<file path="config.mk">
export PLATFORM = sky130hd
export DESIGN_NAME = fdl_ctrl
export DESIGN_NICKNAME = d
export VERILOG_FILES = /design/src/rtl/fdl_pkg.sv /design/src/rtl/fdl_lock_det.sv /design/src/rtl/fdl_ctrl.sv
export SDC_FILE = /design/constraint.sdc
export NUM_CORES = 1
export LEC_CHECK = 0
export BUFFER_PORTS_ARGS = -buffer_cell sky130_fd_sc_hd__buf_2
export CAP_MARGIN = 40
export CORE_MARGIN = 2
export CORE_UTILIZATION = 66
export CTS_BUF_LIST = sky130_fd_sc_hd__clkbuf_2 sky130_fd_sc_hd__clkbuf_4 sky130_fd_sc_hd__clkbuf_8
export CTS_CLUSTER_SIZE = 20
export DETAILED_ROUTE_END_ITERATION = 7
export GPL_TIMING_DRIVEN = 0
export MAX_ROUTING_LAYER = met4
export PLACE_DENSITY = 0.93
export SETUP_SLACK_MARGIN = 0.02
export SYNTH_ARGS = -nofsm -noshare
export SYNTH_HDL_FRONTEND = slang
export SYNTH_SLANG_ARGS = --single-unit
</file>
<file path="constraint.sdc">
create_clock -name clk_in -period 5.4 [get_ports clk_in]
set_input_delay 0.27 -clock clk_in [delete_from_list [all_inputs] [get_ports clk_in]]
set_output_delay 0.27 -clock clk_in [all_outputs]
set_load 0.02 [all_outputs]
</file>
<file path="src/rtl/fdl_pkg.sv">
// fdl_pkg: shared types and constants for the fine delay line controller.
// Holds the FSM state enum, the phase-detector move enum and the code width.
package fdl_pkg;

    localparam int unsigned FDL_W = 6;
    localparam int unsigned IDX_W = $clog2(FDL_W);
    localparam logic [FDL_W-1:0] MID_CODE_DEF = 6'd32;

    typedef enum logic [1:0] {
        S_IDLE,
        S_SAR,
        S_TRACK,
        S_COARSE
    } state_t;

    typedef enum logic [1:0] {
        MV_UP,
        MV_DN,
        MV_HOLD
    } move_t;

    // Both or neither detector output high carries no information.
    function automatic move_t decode_move(input logic up, input logic dn);
        move_t mv;
        mv = MV_HOLD;
        if (up && !dn) begin
            mv = MV_UP;
        end else if (dn && !up) begin
            mv = MV_DN;
        end
        return mv;
    endfunction

endpackage

</file>
<file path="src/rtl/fdl_lock_det.sv">
// fdl_lock_det: counts direction reversals of accepted tracking moves.
// Ports: clk_i, rst_ni (sync), stb_i move strobe, up_i direction, clr_i, locked_o.
module fdl_lock_det #(
    parameter int unsigned LOCK_CNT = 4
) (
    input  logic clk_i,
    input  logic rst_ni,
    input  logic stb_i,
    input  logic up_i,
    input  logic clr_i,
    output logic locked_o
);

    localparam int unsigned CW = $clog2(LOCK_CNT + 1);
    localparam logic [CW-1:0] LIM = CW'(LOCK_CNT);
    localparam logic [CW-1:0] ONE = CW'(1);

    logic [CW-1:0] cnt_q, cnt_d;
    logic          last_q, last_d;
    logic          vld_q, vld_d;
    logic          lock_q, lock_d;

    // vld_q marks that a previous move exists to compare against.
    always_comb begin
        cnt_d  = cnt_q;
        last_d = last_q;
        vld_d  = vld_q;
        lock_d = lock_q;
        if (clr_i) begin
            cnt_d  = '0;
            vld_d  = 1'b0;
            lock_d = 1'b0;
        end else if (stb_i) begin
            vld_d  = 1'b1;
            last_d = up_i;
            if (vld_q && (up_i != last_q)) begin
                if (cnt_q != LIM) begin
                    cnt_d = cnt_q + ONE;
                end
                lock_d = (cnt_d == LIM);
            end else if (vld_q) begin
                cnt_d  = '0;
                lock_d = 1'b0;
            end
        end
    end

    always_ff @(posedge clk_i) begin
        if (!rst_ni) begin
            cnt_q  <= '0;
            last_q <= 1'b0;
            vld_q  <= 1'b0;
            lock_q <= 1'b0;
        end else begin
            cnt_q  <= cnt_d;
            last_q <= last_d;
            vld_q  <= vld_d;
            lock_q <= lock_d;
        end
    end

    assign locked_o = lock_q;

endmodule

</file>
<file path="src/rtl/fdl_ctrl.sv">
// fdl_ctrl: fine delay line sequencer - SAR acquisition, +/-1 tracking,
// lock detection and coarse-step request/acknowledge.
// Ports: clk_in, rst_n (sync, active-low), enable, pd_up/pd_dn (synchronized
// phase detector), coarse_ack; Q/Qb complementary code, locked,
// coarse_inc/coarse_dec level requests held until acknowledged.
module fdl_ctrl
    import fdl_pkg::*;
#(
    parameter int unsigned      SETTLE_CYC = 8,
    parameter int unsigned      LOCK_CNT   = 4,
    parameter logic [FDL_W-1:0] MID_CODE   = MID_CODE_DEF
) (
    input  logic             clk_in,
    input  logic             rst_n,
    input  logic             enable,
    input  logic             pd_up,
    input  logic             pd_dn,
    input  logic             coarse_ack,
    output logic [FDL_W-1:0] Q,
    output logic [FDL_W-1:0] Qb,
    output logic             locked,
    output logic             coarse_inc,
    output logic             coarse_dec
);

    localparam int unsigned CW = $clog2(SETTLE_CYC + 1);
    localparam logic [CW-1:0] RELOAD = CW'(SETTLE_CYC - 1);
    localparam logic [CW-1:0] CNT_ONE = CW'(1);
    localparam logic [FDL_W-1:0] CODE_MAX = '1;
    localparam logic [FDL_W-1:0] CODE_ONE = FDL_W'(1);
    localparam logic [IDX_W-1:0] IDX_TOP = IDX_W'(FDL_W - 1);
    localparam logic [IDX_W-1:0] IDX_ONE = IDX_W'(1);

    state_t           st_q, st_d;
    logic [FDL_W-1:0] code_q, code_d;
    logic [FDL_W-1:0] qb_q;
    logic [CW-1:0]    cnt_q, cnt_d;
    logic [IDX_W-1:0] idx_q, idx_d;
    logic             inc_q, inc_d;
    logic             dec_q, dec_d;
    move_t            mv;
    logic             smp;
    logic             mv_stb;
    logic             mv_up;
    logic             lk_clr;

    assign mv    = decode_move(pd_up, pd_dn);
    assign smp   = (cnt_q == '0);
    assign mv_up = (mv == MV_UP);
    // Leaving TRACK for any other state wipes the lock history.
    assign lk_clr = (st_d != S_TRACK);

    always_comb begin
        st_d   = st_q;
        code_d = code_q;
        cnt_d  = cnt_q;
        idx_d  = idx_q;
        inc_d  = inc_q;
        dec_d  = dec_q;
        mv_stb = 1'b0;
        if (!enable) begin
            st_d  = S_IDLE;
            inc_d = 1'b0;
            dec_d = 1'b0;
        end else begin
            unique case (st_q)
                S_IDLE: begin
                    code_d = MID_CODE;
                    idx_d  = IDX_TOP;
                    cnt_d  = RELOAD;
                    st_d   = S_SAR;
                end
                S_SAR: begin
                    if (smp) begin
                        if (mv == MV_DN) begin
                            code_d[idx_q] = 1'b0;
                        end
                        cnt_d = RELOAD;
                        if (idx_q != '0) begin
                            code_d[idx_q - IDX_ONE] = 1'b1;
                            idx_d = idx_q - IDX_ONE;
                        end else begin
                            st_d = S_TRACK;
                        end
                    end else begin
                        cnt_d = cnt_q - CNT_ONE;
                    end
                end
                S_TRACK: begin
                    if (smp) begin
                        cnt_d = RELOAD;
                        unique case (mv)
                            MV_UP: begin
                                if (code_q == CODE_MAX) begin
                                    st_d  = S_COARSE;
                                    inc_d = 1'b1;
                                end else begin
                                    code_d = code_q + CODE_ONE;
                                    mv_stb = 1'b1;
                                end
                            end
                            MV_DN: begin
                                if (code_q == '0) begin
                                    st_d  = S_COARSE;
                                    dec_d = 1'b1;
                                end else begin
                                    code_d = code_q - CODE_ONE;
                                    mv_stb = 1'b1;
                                end
                            end
                            default: begin
                            end
                        endcase
                    end else begin
                        cnt_d = cnt_q - CNT_ONE;
                    end
                end
                S_COARSE: begin
                    if (coarse_ack) begin
                        inc_d  = 1'b0;
                        dec_d  = 1'b0;
                        code_d = MID_CODE;
                        cnt_d  = RELOAD;
                        st_d   = S_TRACK;
                    end
                end
            endcase
        end
    end

    // Qb is its own register so both halves switch on the same edge.
    always_ff @(posedge clk_in) begin
        if (!rst_n) begin
            st_q   <= S_IDLE;
            code_q <= MID_CODE;
            qb_q   <= ~MID_CODE;
            cnt_q  <= '0;
            idx_q  <= IDX_TOP;
            inc_q  <= 1'b0;
            dec_q  <= 1'b0;
        end else begin
            st_q   <= st_d;
            code_q <= code_d;
            qb_q   <= ~code_d;
            cnt_q  <= cnt_d;
            idx_q  <= idx_d;
            inc_q  <= inc_d;
            dec_q  <= dec_d;
        end
    end

    fdl_lock_det #(
        .LOCK_CNT(LOCK_CNT)
    ) u_lock (
        .clk_i   (clk_in),
        .rst_ni  (rst_n),
        .stb_i   (mv_stb),
        .up_i    (mv_up),
        .clr_i   (lk_clr),
        .locked_o(locked)
    );

    assign Q          = code_q;
    assign Qb         = qb_q;
    assign coarse_inc = inc_q;
    assign coarse_dec = dec_q;

endmodule

</file>
After elaboration in Yosys (flattened, before gate mapping)
Index checks and enable logic that the tools add are counted.
{"block": "word_totals", "wordCells": 124, "reg_bits": 29, "out_inout_bits": 15}
{"block": "classes", "order_cmp": 4, "n_reduce_logical": 24, "n_bitwise": 6, "n_eq_ne": 17, "addsub": 5, "mux": 57}
{"cell": "2-to-1 mux 6 bit", "n": 11}
{"cell": "2-to-1 mux 3 bit", "n": 8}
{"cell": "one-hot mux 6 bit (4 select lines)", "n": 1}
{"cell": "2-to-1 mux 2 bit", "n": 9}
{"cell": "2-to-1 mux 1 bit", "n": 16}
{"cell": "inequality test 2 bit, second input constant", "n": 8}
{"cell": "inverter 6 bit", "n": 2}
{"cell": "one-hot mux 4 bit (3 select lines)", "n": 1}
{"cell": "one-hot mux 6 bit (2 select lines)", "n": 1}
{"cell": "AND reduction 5 bit", "n": 2}
{"cell": "less-than comparator 3 x 4 -> 1 bit, second input constant", "n": 2}
{"cell": "2-to-1 mux 4 bit", "n": 2}
{"cell": "one-hot mux 2 bit (4 select lines)", "n": 1}
{"cell": "AND reduction 2 bit", "n": 4}
{"cell": "adder 6 x 1 -> 6 bit, second input constant", "n": 1}
{"cell": "bitwise AND 6 bit", "n": 1}
{"cell": "demux 1 bit (select 3 bit)", "n": 2}
{"cell": "equality test 6 bit, second input constant", "n": 1}
{"cell": "greater-or-equal comparator 3 x 1 -> 1 bit, second input constant", "n": 2}
{"cell": "zero test 6 bit", "n": 1}
{"cell": "OR 6 bit", "n": 1}
{"cell": "one-hot mux 1 bit (2 select lines)", "n": 3}
{"cell": "one-hot mux 3 bit (2 select lines)", "n": 1}
{"cell": "nonzero test 2 bit", "n": 3}
{"cell": "other kinds (19)", "n": 29}

Depth between registers and ports, before layout
{"block": "depth", "word_depth": 16, "depth_mapped": 9}

By module
Synthesis repeated with hierarchy kept, for this count alone.
{"block": "unflattened", "hier_cells": 275, "hier_area_um2": 2208.4}
{"module": "fdl_ctrl", "area_each_um2": 1876.8, "cells_each": 240, "n_inst": 1}
{"module": "fdl_lock_det", "area_each_um2": 331.6, "cells_each": 35, "n_inst": 1}

Least setup slack after synthesis
OpenSTA, ideal clock, no wires.
{"block": "synth_timing", "kind": "input to register", "startpoint": "in pd_up", "endpoint": "reg u_lock.last_q", "setup_time_ps": 118, "path_stages": 8, "n_path_buf": 0, "arrival_time_ps": 2103, "t_required_ps": 5282, "setup_slack_ps": 3179, "path_cell_list": "inv_1 ha_1 or4b_4 o31a_1 o31a_1 nor4b_2 nand2_1 mux2i_1"}
{"block": "synth_between", "elab_chain_cells": 12, "elab_cells_between_ends": 18, "cone_classes": "eq/ne (2); mux (10); bitwise (1); reduce/logical (5)"}
{"item": "from (decl)", "line": "fdl_ctrl.sv:16", "source": "input logic pd_up,"}
{"item": "zero test 1 bit", "line": "fdl_pkg.sv:28", "source": "end else if (dn && !up) begin"}
{"item": "logical AND 1 bit", "line": "fdl_pkg.sv:28"}
{"item": "2-to-1 mux 2 bit", "line": "fdl_pkg.sv:28"}
{"item": "2-to-1 mux 2 bit *", "line": "fdl_pkg.sv:26", "source": "if (up && !dn) begin"}
{"item": "equality test 2 x 1 -> 1 bit / zero test 2 bit (equally long branches)", "line": "fdl_ctrl.sv:92, fdl_ctrl.sv:49"}
{"item": "one-hot mux 2 bit (2 select lines)", "line": "fdl_ctrl.sv:92", "source": "unique case (mv)"}
{"item": "2-to-1 mux 2 bit", "line": "fdl_ctrl.sv:90", "source": "if (smp) begin"}
{"item": "one-hot mux 2 bit (4 select lines)", "line": "fdl_ctrl.sv:66", "source": "unique case (st_q)"}
{"item": "2-to-1 mux 2 bit", "line": "fdl_ctrl.sv:61", "source": "if (!enable) begin"}
{"item": "inequality test 2 bit", "line": "fdl_ctrl.sv:51", "source": "assign lk_clr = (st_d != S_TRACK);"}
{"item": "inverter 1 bit (no line)"}
{"item": "AND reduction 2 bit (no line)"}
{"item": "to (signal assigned)", "line": "fdl_lock_det.sv:56", "source": "last_q <= last_d;"}
{"item": "to (decl)", "line": "fdl_lock_det.sv:19", "source": "logic last_q, last_d;"}
Every way passes the cells marked *; elsewhere a longest branch is shown, timed or not.
A chain may end at the register's enable or synchronous reset.

Final worst setup path
{"block": "layout_timing", "startpoint": "reg cnt_q[0]", "endpoint": "reg qb_q[5], in the netlist Qb[5]"}
{"block": "layout_between", "elab_chain_cells": 5, "elab_cells_between_ends": 6, "cone_classes": "mux (4); bitwise (1); reduce/logical (1)"}
{"item": "from (decl)", "line": "fdl_ctrl.sv:37", "source": "logic [CW-1:0] cnt_q, cnt_d;"}
{"item": "from (signal assigned)", "line": "fdl_ctrl.sv:145", "source": "cnt_q <= cnt_d;"}
{"item": "zero test 4 bit *", "line": "fdl_ctrl.sv:48", "source": "assign smp = (cnt_q == '0);"}
{"item": "2-to-1 mux 6 bit, on equally long branches", "line": "fdl_ctrl.sv:90, fdl_ctrl.sv:74"}
{"item": "one-hot mux 6 bit (4 select lines) *", "line": "fdl_ctrl.sv:66"}
{"item": "2-to-1 mux 6 bit *", "line": "fdl_ctrl.sv:61"}
{"item": "inverter 6 bit *", "line": "fdl_ctrl.sv:144", "source": "qb_q <= ~code_d;"}
{"item": "to (signal assigned)", "line": "fdl_ctrl.sv:136", "source": "qb_q <= ~MID_CODE;"}
{"item": "to (signal assigned)", "line": "fdl_ctrl.sv:144"}
{"item": "to (decl)", "line": "fdl_ctrl.sv:36", "source": "logic [FDL_W-1:0] qb_q;"}
Marks and branches as above.

==> metrics.md <==
| Metric | Value |
|---|---|
| Worst Path Buf+Inv | 1 |
| Critical path cell sequence | inv_1, ha_1, or3b_2, nor2_1, nand2_1, o31ai_1, o32ai_1, and3_1 |
| Yosys reg bits | 29 |
| Total congestion overflow | 0 |
| Post-synth EDFFs | 0 |
| RSZ-0062 raised after global routing | false |
| Slowest stage delay, CP | 0.55 ns |
| # H-tree levels | 2 |
| Drt wl/cell | 17.0 um |
| Crit path max fanout | 9 |
| CP required | 5.65 ns |
| Setup violations, final | 0 |
| Seq/Total Area, Yosys | 0.279 |
| GRT Total Usage | 0.339 |
| Detailed-route via count | 2218 |
| Non-filler instance count after layout | 339 |
| MaxCap Viol Count | 0 |
| Total power | 0.439 mW |
| Worst hold path class | input pin to flop |
| CP Launch Type | flop |
| Starting Density | 0.688 |
| Placed instance count | 331 |
| Pleak | 0.885 nW |
| WP depth | 8 |
| Worst setup EP type | flop |
| Clock sink count | 29 |
| Vias in the first global route | 1863 |
| Initial antenna violation count | 0 |
| Area Overhead vs Synth | 10.6% |
| Period utilization | 0.488 |
| Post-synth cell types | 54 |
| Hold Vio Cnt, Final | 0 |
| # rows | 20 |
| Worst VDD drop | 0.191 mV |
| Clock Path Buffers | 2 |
| Worst R2R End | Qb[5] |
| CTS tree | done |
| Delay-heaviest family, CP | simple AND/OR/NAND/NOR gates |
| Critical path's slowest cell | or3b_2 |
| Post-Route WL | 5750 um |
| Synthesized Nets | 289 |
| DR iter-0 viols | 280 |
| Dpl ws | 2.87 ns |
| Post-synth top flop | dfxtp_1 |
| Synthesized area per cell | 7.77 sq um |
| I/O pin cnt | 21 |
| Worst hold margin | 0.297 ns |
| Largest net degree at the start of global routing | 11 |
| Worst Skew | 0.0109 ns |
| Dpl hpwl | 4170 um |
| Setup TNS | 0 ns |
| DR vias/cell | 6.54 |
| CP startpoint | cnt_q[0] |
| Post-CTS Resized | 0 |
| Mapped Area | 0.00208 sq mm |
| Fin. max-slew vios | 0 |
| Number of diodes | 0 |
| Commonest cells post-synth | 29 x dfxtp_1, 29 x nand2_1, 23 x nor2_1 |
| Power density cells | 191 mW/mm^2 |
| Final nets | 315 |
| Crit path DAT | 2.88 ns |
| Yosys Warn Count | 0 |
| WS Path Type | flop to flop |
| R2R Setup Slk | 2.77 ns |
| Area contributors post-synth | dfxtp_1 28%, ha_1 9.0%, nand2_1 5.2%, nor2_1 4.1%, inv_1 4.0% |
| Cell count of the worst reg-to-reg path | 8 |
| Top cell type's share of synthesized area | 0.279 |
| Die W | 60.2 um |
| Rel. slew slack | 0.570 |
| Die height | 60.2 um |
| # Post-CTS Setup Buffers | 0 |
| Core Area | 0.00303 sq mm |
| Reg-to-reg startpoint | cnt_q[0] |
| Minimum clock period | 2.63 ns |
| CTS buffer count | 5 |
| CTS clk-pin slew, worst paths | 0.10 ns |
| Largest area contributor in the netlist | dfxtp_1 |
| First-pass GRT wire length | 8850 um |
| Post-synthesis cell count | 268 |
| DRT antenna net count | 0 |
| F_max | 380 MHz |
| DR pass1 iterations | 8 |
| Clock Tree Root | clkbuf_4 |
| Fraction of registers with async set/reset | 0 |
| Gp weighted congestion | 0.956 |
| Input/output buffers | 19 |
| Worst slew pin tran | 0.645 ns |
| Area of the die | 0.00362 sq mm |
| DRC | 0 |
| Post-CTS Hold Buffers | 0 |
| Final worst slack | 2.77 ns |
| Status | finished, final reports clean |
| Layout cells sized above 1 | 0.136 |
| Critical path endpoint | Qb[5] |
| Clk_lat worst skew | 0.34 ns |
logic make-up after synthesis:
kind of cell	Yosys count	synth area share
adder cells (fa/ha/maj)	15	0.0901
AO/OA/AOI/OAI	80	0.268
flip-flops	29	0.279
multiplexers	6	0.0288
AND/OR/NAND/NOR	103	0.264
XOR/XNOR	1	0.00421
buffers and inverters	34	0.0655
power by group:
group / internal, mW / leakage [nW] / switching, mW / total, mW
Sequential: 0.217 / 0.235 / 0.00235 / 0.219
Combinational: 0.0218 / 0.608 / 0.0433 / 0.0651
Clock: 0.0753 / 0.0413 / 0.0792 / 0.155
through the flow:
step / cell area, sq um / utilization
floorplan: 2080 / -
global placement: 2230 / 0.737
detailed placement: 2230 / 0.737
CTS: 2300 / 0.760
global route: 2300 / 0.760
finish: 2300 / 0.760
per-layer routing:
layer,part of all wire,vias up,GRT usage
met2,0.46,157,0.517
met5,0,-,-
met4,0.033,0,0.168
met3,0.11,26,0.0671
li1,-,1034,-
met1,0.40,1001,0.425
cell usage in the layout, fill, tap and decap left out, types with 2 or more instances in the layout:
cell type,synthesis,layout
a21oi_1,16,16
a22oi_1,7,7
a2bb2oi_1,2,2
a311oi_1,2,2
a31oi_1,3,3
and2_1,2,2
and3_1,3,3
buf_2,1,20
clkbuf_1,10,10
clkbuf_4,0,5
clkbuf_8,0,2
dfxtp_1,29,29
ha_1,15,15
inv_1,22,22
mux2i_1,6,6
nand2_1,29,29
nand2b_1,7,7
nand3_1,12,12
nor2_1,23,23
nor2b_1,2,2
nor3_1,6,6
o2111ai_1,4,4
o21a_1,3,3
o21ai_0,16,16
o221ai_1,3,3
o2bb2ai_1,2,2
o31a_1,4,4
o31ai_1,3,3
o32ai_1,2,2
o41ai_1,2,2
or3_1,6,6
or4_2,2,2
worst reg2reg max path, cell delays in order (launching register included):
cell	delay, ns
dfxtp_1	0.32
inv_1	0.09
ha_1	0.33
or3b_2	0.55
nor2_1	0.42
nand2_1	0.12
o31ai_1	0.37
o32ai_1	0.15
and3_1	0.20
worst min-delay path by stage:
stage                     from         endpoint  slack, ns  cells past startpoint
6_report                 rst_n         idx_q[1]       0.30                      3
5_1_grt                  rst_n         idx_q[1]       0.32                      3
4_1_cts                  rst_n         idx_q[1]       0.29                      3
3_5_place_dp   u_lock.locked_o  u_lock.locked_o       0.45                      2
3_3_place_gp   u_lock.locked_o  u_lock.locked_o       0.44                      2
2_1_floorplan            rst_n         idx_q[1]       0.45                      2
cell type report:
cell class,count,area (sq um)
multi-input combinational,205,1370
timing repair buffer,19,95.1
inverter,22,82.6
fill,250,726
clock inverter,1,5.00
tap,44,55.1
sequential,29,581
clock buffer,7,65.1
buffer,12,53.8
(Power assumes the default switching activity.)
